`src/rtl/input_unit_pkg.sv`:
```
// Shared types and constants for the calculator input unit: FSM state
// encoding, signed-range limits and the BCD digit type.
package input_unit_pkg;

    // Entry state machine
    typedef enum logic [1:0] {
        IDLE  = 2'd0,
        ENTRY = 2'd1,
        DONE  = 2'd2,
        ERROR = 2'd3
    } state_t;

    // One decimal digit as it arrives from the switches
    typedef logic [3:0] bcd_digit_t;

    // Largest magnitudes representable in 8-bit two's complement
    localparam int POS_LIMIT  = 127;
    localparam int NEG_LIMIT  = 128;

    // Digits accepted per entry
    localparam int MAX_DIGITS = 3;

    // True when a switch value is a legal decimal digit
    function automatic logic is_decimal(input bcd_digit_t d);
        return (d <= bcd_digit_t'(9));
    endfunction

endpackage

```
`src/rtl/input_unit_if.sv`:
```
// Key/operand bundle between the operator panel and the input unit.
// The master side drives the raw keys and switch digit; the slave side
// (the input unit) returns the committed operand and the entry echo.
interface input_unit_if;
    import input_unit_pkg::*;

    bcd_digit_t digit_sw;
    logic       digit_key;
    logic       sign_key;
    logic       enter_key;
    logic       clear_key;

    logic [7:0] value;
    logic       value_valid;
    logic       range_err;
    logic       entry_neg;
    logic [1:0] entry_hun;
    bcd_digit_t entry_tens;
    bcd_digit_t entry_ones;

    modport master (
        output digit_sw, digit_key, sign_key, enter_key, clear_key,
        input  value, value_valid, range_err, entry_neg,
        input  entry_hun, entry_tens, entry_ones
    );

    modport slave (
        input  digit_sw, digit_key, sign_key, enter_key, clear_key,
        output value, value_valid, range_err, entry_neg,
        output entry_hun, entry_tens, entry_ones
    );
endinterface

```
`src/rtl/input_unit_key_conditioner.sv`:
```
// Conditions one raw pushbutton into a single-cycle press pulse:
// synchronizer -> optional debouncer -> registered rising-edge detector.
// Optional debounce is enabled by defining INPUT_UNIT_DEBOUNCE_EN.
// With SYNC_STAGES=2 and no debounce, a rise sampled at edge N yields a
// pulse that the consumer acts on at edge N+3.
module key_conditioner #(
    parameter int SYNC_STAGES     = 2,
    parameter int DEBOUNCE_CYCLES = 250000
) (
    input  logic clk,
    input  logic reset,
    input  logic key_i,
    output logic press_o
);

    // Reject configurations the structure cannot build
    if (SYNC_STAGES < 2 || DEBOUNCE_CYCLES < 1) begin : g_bad_cfg
        $error("key_conditioner: SYNC_STAGES must be >= 2 and DEBOUNCE_CYCLES >= 1");
    end

    logic [SYNC_STAGES-1:0] sync_q;
    logic                   sync_out;
    logic                   level;
    logic                   prev_q;
    logic                   press_q;

    // Synchronizer chain for the asynchronous button level
    // NOTE: sequential state uses non-blocking assignments so every flop
    // samples the pre-edge value of its neighbour, giving a true shift chain.
    always_ff @(posedge clk) begin
        if (reset) begin
            sync_q <= '0;
        end else begin
            sync_q <= {sync_q[SYNC_STAGES-2:0], key_i};
        end
    end

    assign sync_out = sync_q[SYNC_STAGES-1];

`ifdef INPUT_UNIT_DEBOUNCE_EN
    localparam int CNT_W = $clog2(DEBOUNCE_CYCLES + 1);

    logic [CNT_W-1:0] cnt_q;
    logic             db_q;

    // Saturating stability counter: adopt the new level after it has held
    // for DEBOUNCE_CYCLES consecutive cycles
    always_ff @(posedge clk) begin
        if (reset) begin
            cnt_q <= '0;
            db_q  <= 1'b0;
        end else if (sync_out == db_q) begin
            cnt_q <= '0;
        end else if (cnt_q == CNT_W'(DEBOUNCE_CYCLES - 1)) begin
            cnt_q <= '0;
            db_q  <= sync_out;
        end else begin
            cnt_q <= cnt_q + CNT_W'(1);
        end
    end

    assign level = db_q;
`else
    assign level = sync_out;
`endif

    // Registered rising-edge detector producing a one-cycle press pulse
    always_ff @(posedge clk) begin
        if (reset) begin
            prev_q  <= 1'b0;
            press_q <= 1'b0;
        end else begin
            prev_q  <= level;
            press_q <= level & ~prev_q;
        end
    end

    assign press_o = press_q;

endmodule

```
`src/rtl/input_unit.sv`:
```
// Calculator input unit: turns digit/sign/enter/clear keypresses into an
// 8-bit two's-complement operand with a one-cycle valid strobe, and echoes
// the entry (sign + BCD digits) for the display path.
// Optional key debounce is enabled by defining INPUT_UNIT_DEBOUNCE_EN.
module input_unit
    import input_unit_pkg::*;
#(
    parameter int SYNC_STAGES     = 2,
    parameter int DEBOUNCE_CYCLES = 250000
) (
    input  logic         clk,
    input  logic         reset,
    input_unit_if.slave  bus
);

    logic digit_p, sign_p, enter_p, clear_p;

    key_conditioner #(.SYNC_STAGES(SYNC_STAGES), .DEBOUNCE_CYCLES(DEBOUNCE_CYCLES))
        u_digit (.clk(clk), .reset(reset), .key_i(bus.digit_key), .press_o(digit_p));
    key_conditioner #(.SYNC_STAGES(SYNC_STAGES), .DEBOUNCE_CYCLES(DEBOUNCE_CYCLES))
        u_sign  (.clk(clk), .reset(reset), .key_i(bus.sign_key),  .press_o(sign_p));
    key_conditioner #(.SYNC_STAGES(SYNC_STAGES), .DEBOUNCE_CYCLES(DEBOUNCE_CYCLES))
        u_enter (.clk(clk), .reset(reset), .key_i(bus.enter_key), .press_o(enter_p));
    key_conditioner #(.SYNC_STAGES(SYNC_STAGES), .DEBOUNCE_CYCLES(DEBOUNCE_CYCLES))
        u_clear (.clk(clk), .reset(reset), .key_i(bus.clear_key), .press_o(clear_p));

    state_t     state_q,  state_d;
    logic [9:0] mag_q,    mag_d;     // binary magnitude of the entry, 0..999
    logic [1:0] hun_q,    hun_d;
    bcd_digit_t tens_q,   tens_d;
    bcd_digit_t ones_q,   ones_d;
    logic [1:0] ndig_q,   ndig_d;    // digits held in the current entry
    logic       neg_q,    neg_d;
    logic [7:0] value_q,  value_d;
    logic       valid_q,  valid_d;
    logic       err_q,    err_d;

    bcd_digit_t digit;
    logic       digit_ok;
    logic [9:0] limit;

    assign digit    = bus.digit_sw;
    assign digit_ok = is_decimal(digit);
    assign limit    = neg_q ? 10'(NEG_LIMIT) : 10'(POS_LIMIT);

    // Next-state and datapath decode; only the highest-priority press acts
    // NOTE: every signal written here gets a default first, so no path
    // through the block leaves one unassigned and no latch is inferred.
    always_comb begin
        state_d = state_q;
        mag_d   = mag_q;
        hun_d   = hun_q;
        tens_d  = tens_q;
        ones_d  = ones_q;
        ndig_d  = ndig_q;
        neg_d   = neg_q;
        value_d = value_q;
        valid_d = 1'b0;
        err_d   = err_q;

        if (clear_p) begin
            mag_d   = '0;
            hun_d   = '0;
            tens_d  = '0;
            ones_d  = '0;
            ndig_d  = '0;
            neg_d   = 1'b0;
            err_d   = 1'b0;
            state_d = IDLE;
        end else if (enter_p) begin
            if (state_q == ENTRY) begin
                if (mag_q <= limit) begin
                    // Negation mod 256 maps -0 to 0x00 and -128 to 0x80
                    value_d = neg_q ? 8'(~mag_q[7:0] + 8'd1) : mag_q[7:0];
                    valid_d = 1'b1;
                    state_d = DONE;
                end else begin
                    err_d   = 1'b1;
                    state_d = ERROR;
                end
            end
        end else if (sign_p) begin
            if (state_q == IDLE || state_q == ENTRY) begin
                neg_d = ~neg_q;
            end
        end else if (digit_p && digit_ok) begin
            unique case (state_q)
                IDLE, DONE: begin
                    // Start a fresh entry; a new entry after a commit is positive
                    mag_d   = {6'd0, digit};
                    hun_d   = '0;
                    tens_d  = '0;
                    ones_d  = digit;
                    ndig_d  = 2'd1;
                    if (state_q == DONE) neg_d = 1'b0;
                    state_d = ENTRY;
                end
                ENTRY: begin
                    if (ndig_q < 2'(MAX_DIGITS)) begin
                        mag_d  = (mag_q << 3) + (mag_q << 1) + {6'd0, digit};
                        // Hundreds echo is two bits wide: it carries the low
                        // bits of the shifted-up tens digit
                        hun_d  = tens_q[1:0];
                        tens_d = ones_q;
                        ones_d = digit;
                        ndig_d = ndig_q + 2'd1;
                    end
                end
                default: ;  // ERROR waits for clear
            endcase
        end
    end

    // State and datapath registers
    always_ff @(posedge clk) begin
        if (reset) begin
            state_q <= IDLE;
            mag_q   <= '0;
            hun_q   <= '0;
            tens_q  <= '0;
            ones_q  <= '0;
            ndig_q  <= '0;
            neg_q   <= 1'b0;
            value_q <= '0;
            valid_q <= 1'b0;
            err_q   <= 1'b0;
        end else begin
            state_q <= state_d;
            mag_q   <= mag_d;
            hun_q   <= hun_d;
            tens_q  <= tens_d;
            ones_q  <= ones_d;
            ndig_q  <= ndig_d;
            neg_q   <= neg_d;
            value_q <= value_d;
            valid_q <= valid_d;
            err_q   <= err_d;
        end
    end

    assign bus.value       = value_q;
    assign bus.value_valid = valid_q;
    assign bus.range_err   = err_q;
    assign bus.entry_neg   = neg_q;
    assign bus.entry_hun   = hun_q;
    assign bus.entry_tens  = tens_q;
    assign bus.entry_ones  = ones_q;

endmodule
```
`src/flat_wrapper.sv`:
```
// flat-port wrapper written by rule: the top's interface ports become plain ports
module input_unit_flat import input_unit_pkg::*;
#(
    parameter int SYNC_STAGES     = 2,
    parameter int DEBOUNCE_CYCLES = 250000
)
  (clk, reset, bus_digit_sw, bus_digit_key, bus_sign_key, bus_enter_key, bus_clear_key, bus_value, bus_value_valid, bus_range_err, bus_entry_neg, bus_entry_hun, bus_entry_tens, bus_entry_ones);
  input_unit_if bus_i ();
  input  logic clk;
  input  logic reset;
  input wire logic [$bits(bus_i.digit_sw)-1:0] bus_digit_sw;
  input wire logic [$bits(bus_i.digit_key)-1:0] bus_digit_key;
  input wire logic [$bits(bus_i.sign_key)-1:0] bus_sign_key;
  input wire logic [$bits(bus_i.enter_key)-1:0] bus_enter_key;
  input wire logic [$bits(bus_i.clear_key)-1:0] bus_clear_key;
  output wire logic [$bits(bus_i.value)-1:0] bus_value;
  output wire logic [$bits(bus_i.value_valid)-1:0] bus_value_valid;
  output wire logic [$bits(bus_i.range_err)-1:0] bus_range_err;
  output wire logic [$bits(bus_i.entry_neg)-1:0] bus_entry_neg;
  output wire logic [$bits(bus_i.entry_hun)-1:0] bus_entry_hun;
  output wire logic [$bits(bus_i.entry_tens)-1:0] bus_entry_tens;
  output wire logic [$bits(bus_i.entry_ones)-1:0] bus_entry_ones;
  assign bus_i.digit_sw = bus_digit_sw;
  assign bus_i.digit_key = bus_digit_key;
  assign bus_i.sign_key = bus_sign_key;
  assign bus_i.enter_key = bus_enter_key;
  assign bus_i.clear_key = bus_clear_key;
  assign bus_value = bus_i.value;
  assign bus_value_valid = bus_i.value_valid;
  assign bus_range_err = bus_i.range_err;
  assign bus_entry_neg = bus_i.entry_neg;
  assign bus_entry_hun = bus_i.entry_hun;
  assign bus_entry_tens = bus_i.entry_tens;
  assign bus_entry_ones = bus_i.entry_ones;
  input_unit #(.SYNC_STAGES(SYNC_STAGES), .DEBOUNCE_CYCLES(DEBOUNCE_CYCLES)) u_core (.clk(clk), .reset(reset), .bus(bus_i));
endmodule
```
`config.mk`:
```
export PLATFORM = sky130hd
export DESIGN_NAME = input_unit_flat
export DESIGN_NICKNAME = d
export VERILOG_FILES = /design/src/rtl/input_unit_pkg.sv /design/src/rtl/input_unit_if.sv /design/src/rtl/input_unit_key_conditioner.sv /design/src/rtl/input_unit.sv /design/src/flat_wrapper.sv
export SDC_FILE = /design/constraint.sdc
export NUM_CORES = 1
export LEC_CHECK = 0
export ABC_AREA = 1
export CAP_MARGIN = 40
export CORE_ASPECT_RATIO = 0.9
export CORE_MARGIN = 2
export CORE_UTILIZATION = 50
export DETAILED_ROUTE_END_ITERATION = 6
export PLACE_DENSITY_LB_ADDON = 0.08
export SYNTH_ARGS = -nofsm -noshare
export SYNTH_HDL_FRONTEND = slang
export SYNTH_SLANG_ARGS = --single-unit
export TNS_END_PERCENT = 100
```
`constraint.sdc`:
```
create_clock -name clk -period 4.8 [get_ports clk]
set_input_delay 1.44 -clock clk [delete_from_list [all_inputs] [get_ports clk]]
set_output_delay 1.44 -clock clk [all_outputs]
set_load 0.05 [all_outputs]
```
==> results.toml <==
[timing]
report.final.hold_viol_count = 0
tightest_slew_ps = 566
drv_slew = 0
rsz0062_at_grt = "false"
period_share_pct = 71.4
min_period_ps = 3430
finClkSkew_ps = 5.19
layout_setup_ws_ps = 1370
tns_ps = 0
fmax_mhz = 292
relSlewSlack_pct = 62.0
setup-violations-final = 0

[floorplan]
die_area_um2 = 5970
die_x_um = 81.2
die_y_um = 73.5
start_util_pct = 51.4
rows = 25
ios = 31
core_um2 = 5220

[worst_setup_path]
reg2reg_depth = 10
crit_end = "u_core.mag_q[7]"
crit_start = "bus_digit_sw[3]"
critical_path_class = "input pin to flop"
end_kind = "flop"
cp_max_fo = 3
start_kind = "input pin"
crit_arrival_ps = 3600
rrSetupSlack_ps = 2400
worstPathRequired_ps = 4980
reg2reg_to = "u_core.mag_q[7]"
rr_startpoint = "u_core.mag_q[0]"

[yosys]
synth-seq-cells = 50
yosysWarnings = 0
syn_area_per_cell_um2 = 7.27
ys_types = 38
synthCells = 369
netlist_area_um2 = 2680
yosysSeqAreaShare_pct = 37.3
syn_nets = 405

[hold_path]
hold_path.class = "flop to flop"

[global_routing]
grt-ovfl-total = 0
antenna_found_initial = 0
grt_max_degree = 22
grt_pass1_wl_um = 8650
grt_pass1_vias = 1972
grtUsageTotal_pct = 18.5

[placed_design]
dp_slack_ps = 1060
place_hpwl_um = 3730
postPlaceCellArea_um2 = 3020
place.gp.congestion = 0.848
port_buffers = 30

[cells_and_area]
drive_gt1_share_pct = 6.27
final_area_um2 = 3110
area_growth_pct = 16.0
final_util_pct = 59.6
layout.nets = 434
multi_input_area_um2 = 1380
diodes = 0
register_area_um2 = 1000
nFillCells = 499

[detailed_routing]
via_per_inst = 4.76
wl_per_cell_um = 10.7
ant_nets = 0
first_iter_violations = 89
first_pass_iters = 5
drc = 0
vias = 2219
wl_um = 4990

[status]
status = "finished, final reports clean"

[power]
p_total_mw = 0.737
leakage_nw = 1.49
cellPowerDensity_nw_per_um2 = 237
ir_drop_uv = 221

[clocking]
cts_buffers = 5
cts_sinks = 50
clkTransAtPathRegs_ps = 100
clock_latency_ps = 300
ctsHoldBuffers = 0
ctsResizeCount = 0
cts-root-buf = "clkbuf_8"
cts_setup_buffers = 0
clockBufferDepth = 2
cts_tree = "built"
htree_num_levels = 2

[job]
max-cap-violations = 0
==> cells in the mapped netlist <==
library cell / instances / area share (%)
and2_1: 1 / 0.23
nand2_2: 2 / 0.47
or2_2: 3 / 0.70
nand2_1: 93 / 13
and3_1: 1 / 0.23
buf_1: 1 / 0.14
a31oi_1: 1 / 0.23
o21a_1: 2 / 0.56
dfxtp_1: 50 / 37
fa_1: 2 / 1.5
xor2_1: 5 / 1.6
nand2_4: 1 / 0.42
buf_2: 4 / 0.75
nand4_1: 8 / 1.9
nor2_2: 2 / 0.47
clkbuf_1: 1 / 0.14
inv_1: 62 / 8.7
a21oi_4: 1 / 0.61
clkinv_1: 1 / 0.14
nand3_2: 2 / 0.75
buf_4: 1 / 0.28
nor3_4: 1 / 0.61
or2_4: 1 / 0.33
a21boi_0: 1 / 0.28
nor2_1: 36 / 5.0
nor3_1: 4 / 0.75
a21oi_1: 27 / 5.0
buf_6: 2 / 0.84
ha_1: 24 / 11
inv_2: 2 / 0.28
o21ai_1: 1 / 0.19
xnor2_1: 1 / 0.33
o21ai_0: 6 / 1.1
o21bai_1: 1 / 0.28
a211oi_1: 1 / 0.28
nand3_1: 15 / 2.8
a21oi_2: 1 / 0.33
nor3b_1: 1 / 0.28
==> registers in the layout, summed over array words and instances (netlist names), 2 cells and up <==
name                   flops
u_core.state_q             2
u_core.bus.value           8
u_core.u_enter.sync_q      2
u_core.bus.entry_hun       2
u_core.bus.entry_tens      4
u_core.bus.entry_ones      3
u_core.ndig_q              2
u_core.mag_q              10
u_core.u_sign.sync_q       2
u_core.u_digit.sync_q      2
u_core.u_clear.sync_q      2
==> power breakdown <==
| part | internal (mW) | total, mW | switching (mW) |
|---|---|---|---|
| clock network | 0.108 | 0.258 | 0.150 |
| registers | 0.421 | 0.425 | 0.00375 |
| logic | 0.0206 | 0.0539 | 0.0333 |
| total | 0.550 | 0.737 | 0.187 |
==> through the flow <==
| step | hold slack, ps | std cells |
|---|---|---|
| floorplan | 373 | 369 |
| global placement | 378 | 458 |
| detailed placement | 383 | 458 |
| CTS | 399 | 466 |
| global route | 407 | 466 |
| finish | 393 | 466 |
==> routing by layer <==
metal / global-route usage (%) / vias to the layer above / wire [µm]
met5: 0 / - / 0
met4: 4.52 / 0 / 32
met3: 3.69 / 2 / 103
met2: 29.6 / 22 / 2260
met1: 25.7 / 989 / 2590
li1: - / 1206 / -
==> logic make-up after synthesis <==
logic type	count (synthesis)	share of synthesized area [%]
adders and majority gates	26	12.7
and+or+nand+nor	171	27.9
AOI/OAI and AO/OA	42	8.90
DFF	50	37.3
xor gates and xnor gates	6	1.96
buffers and inverters	74	11.2
==> worst min-delay path by stage <==
| stage | end | cells past startpoint | start | slack [ps] |
|---|---|---|---|---|
| after CTS | u_core.u_digit.press_o | 1 | u_core.u_digit.prev_q | 400 |
| after floorplan | u_core.u_clear.press_o | 1 | u_core.u_clear.prev_q | 370 |
| after global routing | u_core.u_digit.press_o | 1 | u_core.u_digit.prev_q | 410 |
| after detailed placement | u_core.u_digit.press_o | 1 | u_core.u_digit.prev_q | 380 |
| final | u_core.u_digit.press_o | 1 | u_core.u_digit.prev_q | 390 |
| after global placement | u_core.u_sign.press_o | 1 | u_core.u_sign.prev_q | 380 |
==> placed cells by master, fill, tap and decap left out, types with 3 or more instances in the layout <==
cell type and n:
a21oi_1 27, clkbuf_8 5, clkdlybuf4s50_1 30, dfxtp_1 50, ha_1 24, inv_1 62
nand2_1 93, nand3_1 15, nand4_1 8, nor2_1 36, nor3_1 4, o21ai_0 6
or2_2 3, xor2_1 5
==> cell type report <==
class                           instances  share of cell area [%]
Tap cell                               67                    2.69
Multi-Input combinational cell        245                    44.4
Timing Repair Buffer                   31                    9.89
Clock inverter                          3                   0.844
Sequential cell                        50                    32.2
Inverter                               65                    7.84
Clock buffer                            5                    2.21
==> worst max-delay path, stage by stage <==
cell	delay, ps
clkdlybuf4s50_1	510
inv_1	70
fa_1	560
inv_1	60
ha_1	280
nand3_1	70
nand2_1	140
a21oi_1	90
or2_2	270
nand3_1	70
a21oi_1	60
Power figures use the tool's default switching activity.
